===== config.mk =====
export PLATFORM = sky130hd
export DESIGN_NAME = mod_counter
export DESIGN_NICKNAME = d
export VERILOG_FILES = /design/src/rtl/mod_counter.sv
export SDC_FILE = /design/constraint.sdc
export NUM_CORES = 1
export LEC_CHECK = 0
export BUFFER_PORTS_ARGS = -buffer_cell sky130_fd_sc_hd__buf_2
export CAP_MARGIN = 20
export CORE_AREA = 5 5 42 44
export DETAILED_ROUTE_END_ITERATION = 10
export DIE_AREA = 0 0 47 49
export PLACE_DENSITY = 0.74
export SYNTH_ARGS = -nofsm -noshare
export SYNTH_HDL_FRONTEND = slang
export SYNTH_SLANG_ARGS = --single-unit

===== constraint.sdc =====
create_clock -name clock -period 4.43 [get_ports clock]
set_input_delay 0.2215 -clock clock [delete_from_list [all_inputs] [get_ports clock]]
set_output_delay 0.2215 -clock clock [all_outputs]
set_load 0.1 [all_outputs]

===== src/rtl/mod_counter.sv =====
// -----------------------------------------------------------------------------
// mod_counter
//
// Parametrised up/down modulo counter with parallel load, count enable and
// three boundary modes (wrap, saturate, one-shot). Count range is 0..MAX_VAL.
// All arithmetic is modulo MAX_VAL+1, so q never exceeds MAX_VAL.
//
// Parameters:
//   WIDTH    counter width in bits (2..16)
//   MAX_VAL  highest count value (1 .. 2^WIDTH-1)
//   PRESCALE enabled cycles per count step (2..256); only used when the
//            macro MOD_COUNTER_PRESCALE_EN is defined
//
// Optional feature macro: MOD_COUNTER_PRESCALE_EN
//   Defined   : an internal prescaler divides enabled cycles by PRESCALE.
//   Undefined : q steps on every enabled cycle, PRESCALE is ignored.
//
// Ports:
//   clock     in   single clock, rising edge
//   clear     in   synchronous active-high reset
//   en        in   count enable
//   dir       in   1 = up, 0 = down
//   mode      in   00 wrap, 01 saturate, 10 one-shot, 11 wrap
//   load      in   parallel load strobe (value clamped to MAX_VAL)
//   load_val  in   value to load
//   start     in   one-shot arm/restart strobe
//   q         out  current count (registered)
//   tc        out  terminal count (combinational)
//   wrap_p    out  one-cycle pulse after a wrap-around edge (registered)
//   ovf       out  sticky boundary-crossing flag (registered)
//   busy      out  one-shot RUN indicator (registered)
// -----------------------------------------------------------------------------
module mod_counter #(
    parameter int WIDTH    = 4,
    parameter int MAX_VAL  = 9,
    parameter int PRESCALE = 4
) (
    input  logic             clock,
    input  logic             clear,
    input  logic             en,
    input  logic             dir,
    input  logic [1:0]       mode,
    input  logic             load,
    input  logic [WIDTH-1:0] load_val,
    input  logic             start,
    output logic [WIDTH-1:0] q,
    output logic             tc,
    output logic             wrap_p,
    output logic             ovf,
    output logic             busy
);

    localparam logic [WIDTH-1:0] MAX_Q = WIDTH'(MAX_VAL);

    typedef enum logic [1:0] {
        ST_IDLE = 2'd0,
        ST_RUN  = 2'd1,
        ST_DONE = 2'd2
    } state_t;

    state_t           state_reg, state_next;
    logic [WIDTH-1:0] q_reg, q_next;
    logic             wrap_reg, wrap_next;
    logic             ovf_reg, ovf_next;

    logic oneshot;
    logic saturate;
    logic start_ok;
    logic want_step;
    logic presc_term;
    logic step;
    logic at_top;
    logic at_bot;
    logic boundary;

    assign oneshot  = (mode == 2'b10);
    assign saturate = (mode == 2'b01);
    // A start strobe only matters in one-shot mode and is ignored while running.
    assign start_ok = oneshot && start && (state_reg != ST_RUN);
    // The counter would step this edge if nothing but the prescaler held it back.
    assign want_step = en && (!oneshot || (state_reg == ST_RUN));

`ifdef MOD_COUNTER_PRESCALE_EN
    localparam int PW = (PRESCALE > 1) ? $clog2(PRESCALE) : 1;
    localparam logic [PW-1:0] PRESC_LAST = PW'(PRESCALE - 1);

    logic [PW-1:0] presc_reg, presc_next;

    assign presc_term = (presc_reg == PRESC_LAST);

    always_comb begin
        presc_next = presc_reg;
        if (load || start_ok) begin
            presc_next = '0;
        end else if (want_step) begin
            presc_next = presc_term ? '0 : presc_reg + 1'b1;
        end
    end

    always_ff @(posedge clock) begin
        if (clear) begin
            presc_reg <= '0;
        end else begin
            presc_reg <= presc_next;
        end
    end
`else
    assign presc_term = 1'b1;
`endif

    assign step     = want_step && presc_term;
    assign at_top   = (q_reg == MAX_Q);
    assign at_bot   = (q_reg == '0);
    assign boundary = dir ? at_top : at_bot;

    // Flags the edge on which a boundary action would happen, regardless of mode.
    assign tc = en && presc_term && ((dir && at_top) || (!dir && at_bot));

    always_comb begin
        q_next     = q_reg;
        wrap_next  = 1'b0;
        ovf_next   = ovf_reg;
        state_next = state_reg;

        if (load) begin
            q_next     = (load_val > MAX_Q) ? MAX_Q : load_val;
            state_next = ST_IDLE;
        end else if (start_ok) begin
            state_next = ST_RUN;
            q_next     = dir ? '0 : MAX_Q;
        end else if (step) begin
            if (!boundary) begin
                q_next = dir ? q_reg + 1'b1 : q_reg - 1'b1;
            end else if (oneshot) begin
                // One-shot finishes at the boundary and holds the count.
                state_next = ST_DONE;
            end else begin
                ovf_next = 1'b1;
                if (!saturate) begin
                    q_next    = dir ? '0 : MAX_Q;
                    wrap_next = 1'b1;
                end
            end
        end

        // Leaving one-shot mode parks the FSM so busy drops next cycle.
        if (!oneshot) begin
            state_next = ST_IDLE;
        end
    end

    always_ff @(posedge clock) begin
        if (clear) begin
            state_reg <= ST_IDLE;
            q_reg     <= '0;
            wrap_reg  <= 1'b0;
            ovf_reg   <= 1'b0;
        end else begin
            state_reg <= state_next;
            q_reg     <= q_next;
            wrap_reg  <= wrap_next;
            ovf_reg   <= ovf_next;
        end
    end

    assign q      = q_reg;
    assign wrap_p = wrap_reg;
    assign ovf    = ovf_reg;
    assign busy   = (state_reg == ST_RUN);

endmodule


==> run summary <==
syn_nets: 81
post-synth cell types: 34
Routability Congestion: 0.841
FMAX: 428 MHz
fin crit period: 2.33 ns
Iteration-0 DRC Markers: 15
most common cell in the netlist: dfxtp_1
Clock Sinks: 8
first-pass GRT wire length: 2270 µm
Least-Margin Pin Slew: 0.489 ns
most common flop cell mapped by yosys: dfxtp_1
Syn Inst Count: 66
clock slew at reported path FFs: 0.05 ns
EDFF count, synth: 0
DR DRC count: 0
final-stage net count: 103
syn avg cell area: 8.80 µm²
Async S/R FF share, synth: 0
Synth area leader: dfxtp_1
CP Data Required Time: 4.21 ns
run status: finished, final reports clean
fin crit share: 0.527
share of cells above drive strength 1: 0.337
CTS Buffer Depth: 2
worst path bufs/invs: 1
max FFs per register: 4
RSZ-0062 raised after global routing: no
Detailed Route WL: 1330 µm
synth top area cells: dfxtp_1 28%, a211oi_1 7.8%, a21oi_1 5.2%, ha_1 4.3%, inv_1 3.9%
main combinational cell family by area after synthesis: compound AO/OA/AOI/OAI gates
clk_lat worst skew: 0.25 ns
# Post-CTS Setup Buffers: 0
# hold bufs at CTS: 0
number of global-route vias before repair: 570
hold crit path type: input pin to register
Layout area overhead: 22.2%
CORE AREA: 0.00140 mm²
diode count: 0
Chip Height: 49 µm
first-pass iteration count of the detailed router: 4
# H-tree levels: 1
Antenna Violating Nets Remaining: 0
initial antenna violation count: 0
post-synth top area share: 0.276
fillcell total: 139
GR Util All Layers: 0.130
final hold violations: 0
simple-gate share of the synthesized area: 0.203
number of top-level pins: 20
multiplexer area fraction after synthesis: 0.0172
register area: 160 µm²
CP max-delay cell: buf_2
CP cell instances: or3_4 -> a211oi_4 -> and2_1 -> buf_2
setup tns final: 0 ns
Via Count: 558
pin count of the biggest net entering global routing: 9
sequential area share after synthesis: 0.276
xor/xnor share of the synthesized area: 0.0453
number of synthesized register bits: 8
P_leak: 0.314 nW
Worst setup EP type: output port
Starting Density: 0.414
number of buffers created by CTS: 3
max incr delay on CP: 0.45 ns
die area: 0.00230 mm²
Max Slew Vio Count: 0
WP data arrival: 2.11 ns
flop2flop setup slack: 2.51 ns
critical path class: register to output port
Cells after DPL: 99
post-synthesis adder-cell area fraction: 0.0776
total grt overflow: 0
CTS tree: done
synthesized area: 581 µm²
routed length per instance: 13.0 µm
Multi-input gate area: 389 µm²
Setup Viol. Count Final: 0
die width: 47 µm
commonest cells in the synthesized netlist: 8 x dfxtp_1, 6 x a211oi_1, 6 x a21oi_1, 6 x inv_1, 5 x nor2_1
maximum vdd drop: 0.000185 V
power per cell area: 341 mW/mm²
final core utilization: 0.506
area fraction in compound gates after synthesis: 0.328
Max FO, Critical Path: 8
Final Skew: 0.00251 ns
post-DP HPWL: 1090 µm
Final Non-Filler Cells: 102
Critical Path Start Type: register
delay-heaviest family, CP: simple AND/OR/NAND/NOR gates
post-DR vias/cell: 5.47
post-cts resize count: 0
num rows: 14
max cap viols: 0
Slew HR: 0.676
input/output buffers: 19
CTS root buffer: clkbuf_4
Yosys Warn Count: 0
kinds of logic after synthesis:
group,after synthesis
AO/OA/AOI/OAI,25
XOR/XNOR,3
adder cells (fa/ha/maj),3
buffers and inverters,8
flip-flops,8
multiplexers,1
AND/OR/NAND/NOR,18
where the power goes:
part / switching (mW) / internal, mW / total (mW) / leakage [nW]
combinational: 0.0723 / 0.0306 / 0.103 / 0.235
sequential: 0.00826 / 0.0771 / 0.0854 / 0.0656
clock: 0.0229 / 0.0309 / 0.0538 / 0.0138
worst register-to-register path: stages, from the launching register on:
cell and delay (ns):
dfxtp_1 0.37, or3_4 0.42, a211oi_4 0.36, o21ai_1 0.21, a21o_1 0.24, a211oi_1 0.23
per-stage QoR:
| step | hold slack (ns) | setup slack (ns) | total power, mW | area [µm²] |
|---|---|---|---|---|
| after CTS | 0.254 | 2.10 | 0.245 | 709 |
| after floorplan | 0.408 | 1.76 | 0.169 | 581 |
| after global routing | 0.280 | 1.98 | 0.257 | 709 |
| after detailed placement | 0.466 | 2.38 | 0.190 | 687 |
| final | 0.266 | 2.10 | 0.242 | 709 |
| after global placement | 0.458 | 2.40 | 0.189 | 687 |
placed cells by master, fill, tap and decap left out, drive strengths merged:
master,count
a31o,2
or3,1
nor2,5
o311ai,1
a21o,2
nand2b,1
dfxtp,8
and3,1
nand3b,1
nor4b,1
a2111oi,1
ha,2
nor4,1
nand3,1
nor4bb,1
fa,1
a21oi,6
o211ai,1
and2b,1
xor2,2
buf,19
o21ai,4
a21boi,1
xnor2,1
a211oi,7
and2,1
inv,6
nor2b,1
clkbuf,3
nor3,2
mux2i,1
per-layer routing:
metal	up-vias	part of all wire	GRT usage
li1	288	-	-
met1	248	0.45	0.159
met2	19	0.44	0.201
met3	3	0.093	0.0406
met4	0	0.016	0.0553
met5	-	0	0
worst paths after layout:
| check | endpoint | cells after the start | startpoint |
|---|---|---|---|
| worst max-delay path | tc | 4 | q[0] |
| worst min-delay path | ovf | 2 | clear |
| worst max register to register | q[0] | 5 | q[0] |
| worst min register to register | ovf | 2 | ovf |
final cells by class:
cell class | instances | area share
timing repair buffer | 19 | 0.134
clock buffer | 3 | 0.0317
tap | 16 | 0.0282
inverter | 6 | 0.0317
multi-input combinational | 50 | 0.549
sequential | 8 | 0.226
Power figures use the tool's default switching activity.
